`src/rtl/router_a_arb_if.sv`:
```
// rtl/router_a_arb_if.sv - bundle of external write, ALU writeback and register-file signals
interface router_a_arb_if #(
    parameter int W     = 24,
    parameter int ADDRW = 5,
    parameter int DEPTH = 4
) ();
    localparam int LW = $clog2(DEPTH) + 1;

    logic [W-1:0]     DATA_IN;
    logic [ADDRW-1:0] DIR;
    logic             WRITE;
    logic             BUSY;
    logic [W-1:0]     result;
    logic [ADDRW-1:0] ctl_a;
    logic             READY;
    logic [ADDRW-1:0] ctl_b;
    logic             sel_dirb;
    logic             CLR_OVF;
    logic [W-1:0]     data;
    logic [ADDRW-1:0] dira;
    logic [ADDRW-1:0] dirb;
    logic             write;
    logic [LW-1:0]    LEVEL;
    logic             OVF;

    modport slave (
        input  DATA_IN, DIR, WRITE, result, ctl_a, READY, ctl_b, sel_dirb, CLR_OVF,
        output BUSY, data, dira, dirb, write, LEVEL, OVF
    );

    modport master (
        output DATA_IN, DIR, WRITE, result, ctl_a, READY, ctl_b, sel_dirb, CLR_OVF,
        input  BUSY, data, dira, dirb, write, LEVEL, OVF
    );
endinterface

```
`src/rtl/router_a_arb.sv`:
```
// rtl/router_a_arb.sv - register-file write arbiter: ALU writeback over queued/bypassed external writes
module router_a_arb #(
    parameter int W     = 24,
    parameter int ADDRW = 5,
    parameter int DEPTH = 4
) (
    input  logic         CLK,
    input  logic         RST,
    router_a_arb_if.slave bus
);
    localparam int PW = $clog2(DEPTH);
    localparam int LW = PW + 1;

    logic [W+ADDRW-1:0] mem [DEPTH];
    logic [PW-1:0]      rd_ptr;
    logic [PW-1:0]      wr_ptr;
    logic [LW-1:0]      level;

    logic               busy;
    logic               empty;
    logic               accept;
    logic               pop;
    logic               bypass;
    logic               push;
    logic [W-1:0]       head_data;
    logic [ADDRW-1:0]   head_addr;

    logic [W-1:0]       data_q;
    logic [ADDRW-1:0]   dira_q;
    logic [ADDRW-1:0]   dirb_q;
    logic               write_q;
    logic               ovf_q;

    // Arbitration decode: ALU first, then queued entries, then same-cycle bypass.
    // Full is judged on current occupancy only, so a pop never frees a slot this cycle.
    always_comb begin
        busy   = (level == LW'(DEPTH));
        empty  = (level == '0);
        accept = bus.WRITE && !busy;
        pop    = !bus.READY && !empty;
        bypass = !bus.READY && empty && accept;
        push   = accept && !bypass;
        {head_data, head_addr} = mem[rd_ptr];
    end

    // FIFO storage is not reset; occupancy alone decides whether contents are valid.
    always_ff @(posedge CLK) begin
        if (push) begin
            mem[wr_ptr] <= {bus.DATA_IN, bus.DIR};
        end
    end

    // Pointers wrap naturally at DEPTH (power of two); level tracks push minus pop.
    always_ff @(posedge CLK or posedge RST) begin
        if (RST) begin
            rd_ptr <= '0;
            wr_ptr <= '0;
            level  <= '0;
        end else begin
            if (push) wr_ptr <= wr_ptr + 1'b1;
            if (pop)  rd_ptr <= rd_ptr + 1'b1;
            case ({push, pop})
                2'b10:   level <= level + 1'b1;
                2'b01:   level <= level - 1'b1;
                default: level <= level;
            endcase
        end
    end

    // Registered register-file write port; idle cycles hold data/dira and drop the strobe.
    always_ff @(posedge CLK or posedge RST) begin
        if (RST) begin
            data_q  <= '0;
            dira_q  <= '0;
            write_q <= 1'b0;
        end else if (bus.READY) begin
            data_q  <= bus.result;
            dira_q  <= bus.ctl_a;
            write_q <= 1'b1;
        end else if (pop) begin
            data_q  <= head_data;
            dira_q  <= head_addr;
            write_q <= 1'b1;
        end else if (bypass) begin
            data_q  <= bus.DATA_IN;
            dira_q  <= bus.DIR;
            write_q <= 1'b1;
        end else begin
            write_q <= 1'b0;
        end
    end

    // Read address follows its selected source every cycle, regardless of arbitration.
    always_ff @(posedge CLK or posedge RST) begin
        if (RST) begin
            dirb_q <= '0;
        end else begin
            dirb_q <= bus.sel_dirb ? bus.DIR : bus.ctl_b;
        end
    end

    // Sticky overflow: a dropped write sets it and beats a simultaneous clear.
    always_ff @(posedge CLK or posedge RST) begin
        if (RST) begin
            ovf_q <= 1'b0;
        end else if (bus.WRITE && busy) begin
            ovf_q <= 1'b1;
        end else if (bus.CLR_OVF) begin
            ovf_q <= 1'b0;
        end
    end

    assign bus.BUSY  = busy;
    assign bus.LEVEL = level;
    assign bus.data  = data_q;
    assign bus.dira  = dira_q;
    assign bus.dirb  = dirb_q;
    assign bus.write = write_q;
    assign bus.OVF   = ovf_q;
endmodule

```
`src/flat_wrapper.sv`:
```
// flat-port wrapper written by rule: the top's interface ports become plain ports
module router_a_arb_flat 
#(
    parameter int W     = 24,
    parameter int ADDRW = 5,
    parameter int DEPTH = 4
)
  (CLK, RST, bus_DATA_IN, bus_DIR, bus_WRITE, bus_result, bus_ctl_a, bus_READY, bus_ctl_b, bus_sel_dirb, bus_CLR_OVF, bus_BUSY, bus_data, bus_dira, bus_dirb, bus_write, bus_LEVEL, bus_OVF);
  router_a_arb_if #(.W(W), .ADDRW(ADDRW), .DEPTH(DEPTH)) bus_i ();
  input  logic CLK;
  input  logic RST;
  input wire logic [$bits(bus_i.DATA_IN)-1:0] bus_DATA_IN;
  input wire logic [$bits(bus_i.DIR)-1:0] bus_DIR;
  input wire logic [$bits(bus_i.WRITE)-1:0] bus_WRITE;
  input wire logic [$bits(bus_i.result)-1:0] bus_result;
  input wire logic [$bits(bus_i.ctl_a)-1:0] bus_ctl_a;
  input wire logic [$bits(bus_i.READY)-1:0] bus_READY;
  input wire logic [$bits(bus_i.ctl_b)-1:0] bus_ctl_b;
  input wire logic [$bits(bus_i.sel_dirb)-1:0] bus_sel_dirb;
  input wire logic [$bits(bus_i.CLR_OVF)-1:0] bus_CLR_OVF;
  output wire logic [$bits(bus_i.BUSY)-1:0] bus_BUSY;
  output wire logic [$bits(bus_i.data)-1:0] bus_data;
  output wire logic [$bits(bus_i.dira)-1:0] bus_dira;
  output wire logic [$bits(bus_i.dirb)-1:0] bus_dirb;
  output wire logic [$bits(bus_i.write)-1:0] bus_write;
  output wire logic [$bits(bus_i.LEVEL)-1:0] bus_LEVEL;
  output wire logic [$bits(bus_i.OVF)-1:0] bus_OVF;
  assign bus_i.DATA_IN = bus_DATA_IN;
  assign bus_i.DIR = bus_DIR;
  assign bus_i.WRITE = bus_WRITE;
  assign bus_i.result = bus_result;
  assign bus_i.ctl_a = bus_ctl_a;
  assign bus_i.READY = bus_READY;
  assign bus_i.ctl_b = bus_ctl_b;
  assign bus_i.sel_dirb = bus_sel_dirb;
  assign bus_i.CLR_OVF = bus_CLR_OVF;
  assign bus_BUSY = bus_i.BUSY;
  assign bus_data = bus_i.data;
  assign bus_dira = bus_i.dira;
  assign bus_dirb = bus_i.dirb;
  assign bus_write = bus_i.write;
  assign bus_LEVEL = bus_i.LEVEL;
  assign bus_OVF = bus_i.OVF;
  router_a_arb #(.W(W), .ADDRW(ADDRW), .DEPTH(DEPTH)) u_core (.CLK(CLK), .RST(RST), .bus(bus_i));
endmodule
```
`config.mk`:
```
export PLATFORM = sky130hd
export DESIGN_NAME = router_a_arb_flat
export DESIGN_NICKNAME = d
export VERILOG_FILES = /design/src/rtl/router_a_arb_if.sv /design/src/rtl/router_a_arb.sv /design/src/flat_wrapper.sv
export SDC_FILE = /design/constraint.sdc
export NUM_CORES = 1
export LEC_CHECK = 0
export BUFFER_PORTS_ARGS = -buffer_cell sky130_fd_sc_hd__buf_4
export CORE_UTILIZATION = 45
export DETAILED_ROUTE_END_ITERATION = 6
export PLACE_DENSITY = 0.64
export SYNTH_ARGS = -nofsm -noshare
export SYNTH_HDL_FRONTEND = slang
export SYNTH_SLANG_ARGS = --single-unit
```
`constraint.sdc`:
```
create_clock -name CLK -period 2.3 [get_ports CLK]
set_input_delay 0.115 -clock CLK [delete_from_list [all_inputs] [get_ports CLK]]
set_output_delay 0.115 -clock CLK [all_outputs]
set_load 0.02 [all_outputs]
```
==> run metrics <==
status=completed; EDFF count, synth=116; Vias=4024; Mean Syn Cell Area=17.6 µm²; setup bufs post-CTS=0; vias in the first global route=4143; RD Place Congestion=0.704; critical setup path kind=reg -> reg; crit start category=flop; CP max FO=6; RSZ-0062 raised after global routing=no; Synth top area share=52.7%; routed wire length=14900 µm; fin area=8760 µm²; Core Region=14100 µm²; Final TNS setup=0 ps; nets=610; Primary FF master, synth=edfxtp_1; min cycle time layout=2010 ps; Die Ht=123 µm; Critical Path Sink Type=flop; Max Buffers Root-to-Sink=2; diodes inserted=0; sequential area share after synthesis=69.0%; most numerous cell on the critical path=xor2_1; Avg WL per Cell=20.4 µm; Rows=43; Area Growth Syn to Fin=32.6%; pre-CTS setup slack=295 ps; H-tree Lvls=4; Relative slew margins=55.2%; crit-path leading delay family=simple AND/OR/NAND/NOR gates; All-Layer GR Usage=21.2%; CP peak stage delay=460 ps; CTS Buf Count=17; Slowest cell on crit path=dfrtp_1; Synth area leaders=edfxtp_1 (53%), dfrtp_1 (16%), mux4_2 (9.9%); Final Max Tran Viols=0; Final Util=62.1%; initial core utilization=46.9%; VDD IR-drop max=0.542 mV; fin worst setup slack=285 ps; final hold vios=0; Die X=123 µm; FF+latch count, synth=159; drt via density=5.53; Clk Latency, worst-skew pair=420 ps; max-capacitance violation count=0; Syn Std Cell Area=6610 µm²; post-synthesis cell type count=26; GRT overflow=0; post-synthesis net count=450; Post-DRT Antenna Nets=0; CTS resizes=0; PD cells=1200 nW/µm²; PortBufs=108; Worst EP arrival=2310 ps; Cells after Synth=375; reg2reg setup slack=290 ps; CP required=2590 ps; TritonCTS clock tree=built; CTS clock-pin slew for the worst setup and hold paths=60 ps; layout cell share with drive strength beyond 1=36.9%; ys async rst share=27.0%; endpoints failing setup=0; detailed placer's ending HPWL=9110 µm; clk sink count=159; largest net degree at the start of global routing=61; worst path cell trace=or3_4 > and2_1 > ha_1 > inv_1 > fa_1 > xor2_1 > nor2_1 > xor2_1; Total Power=10.5 mW; Max Clock Skew=5.82 ps; Yosys warnings=0; initial antenna violation count=0; full die area=15200 µm²; drt first pass iters=4; post-route DRC violation count=0; DP Area=7700 µm²; Max Clock Freq=496 MHz; HP Class=in -> reg; slew of the pin with the lowest slew margin=672 ps; IO Pins=109; Buf+Inv Stages, Crit Path=1; Final Cycle Share=87.6%; initial DRC count=262; dominant cell type by area after synthesis=edfxtp_1; CTS Root Cell=clkbuf_16; global-route wire length before repair=23000 µm; Leak Pwr=3.42 nW
## area by class of cell
type,instances,area (µm²)
fillers,1053,5340
flip-flops and latches,159,4560
multi-input cells,180,1890
repair buffers,168,1400
clock buffers,17,425
well taps,180,225
clock inverters,15,219
inverters,9,33.8
## power by group
group	switching (mW)	total, mW	internal (mW)	leakage, nW
Clock	1.10	3.02	1.92	0.299
Combinational	1.65	3.29	1.64	1.55
Sequential	0.326	4.16	3.84	1.57
## Yosys cell counts (2+ instances only)
library cell    n
a22o_1         30
and2_1          6
and3_1         29
buf_2           2
buf_4           3
buf_6           2
clkbuf_1       19
dfrtp_1        43
edfxtp_1      116
ha_1            5
inv_1           9
mux2_2          6
mux4_2         29
nand2b_1       31
nor2_1          2
o32a_1         29
xnor2_1         3
xor2_1          3
## placed cells by master, fill, tap and decap left out, types with 3 or more instances in the layout
cell / instances
buf_4: 124
edfxtp_1: 116
dfrtp_1: 42
dlygate4sd3_1: 41
nand2b_1: 31
a22o_1: 30
mux4_2: 29
and3_1: 29
o32a_1: 29
clkbuf_16: 17
inv_1: 8
mux2_2: 6
ha_1: 5
clkinvlp_4: 5
bufinv_16: 5
and2_2: 4
xnor2_1: 3
xor2_1: 3
buf_12: 3
## timing repair
item                                    CTS  global route
endpoints found under the setup margin    0             0
hold buffers                             41             0
endpoints found under the hold margin   136             0
## worst register-to-register path: stages, from the launching register on
cell and delay (ps):
dfrtp_1 460, or3_4 410, and2_1 190, ha_1 230
inv_1 70, fa_1 170, xor2_1 160, nor2_1 60
xor2_1 140
## cells by family (layout without fill, tap and decap cells)
family | count (synthesis) | in the layout | share of synthesized area, %
adder cells (fa/ha/maj) | 6 | 6 | 1.25
AO/OA/AOI/OAI | 60 | 60 | 8.48
multiplexers | 36 | 36 | 11.1
AND/OR/NAND/NOR | 72 | 72 | 6.91
flip-flops | 159 | 159 | 69.0
XOR/XNOR | 6 | 6 | 0.796
buffers and inverters | 36 | 209 | 2.48
## state kept, by name (all words and copies together), names as in the netlist
name,count
u_core.mem,116
u_core.bus.data,24
u_core.bus.dira,5
u_core.bus.dirb,5
u_core.bus.LEVEL,3
u_core.rd_ptr,2
u_core.wr_ptr,2
u_core.bus.OVF,1
u_core.bus.write,1
## stage by stage
stage	std cells	hold slack, ps
after global routing	728	44.9
after detailed placement	655	105
after floorplan	375	214
after CTS	728	33.9
final	728	45.2
after global placement	655	100
## final timing paths
path / startpoint / to / depth (start not counted)
max: u_core.bus.LEVEL[0] / u_core.bus.LEVEL[2] / 8
min: bus_result[17] / u_core.bus.data[17] / 3
max reg2reg: u_core.bus.LEVEL[0] / u_core.bus.LEVEL[2] / 8
min reg2reg: u_core.bus.OVF / u_core.bus.OVF / 1
max in group asynchronous: RST / u_core.bus.data[10] / 4
min in group asynchronous: RST / u_core.bus.data[6] / 3
## routing by layer
metal	vias up	routed length [µm]	GRT usage, %
li1	1824	-	-
met1	2070	6570	28.1
met5	-	0	0
met4	0	168	7.38
met3	15	689	4.01
met2	115	7430	35.1
Power figures use the tool's default switching activity.
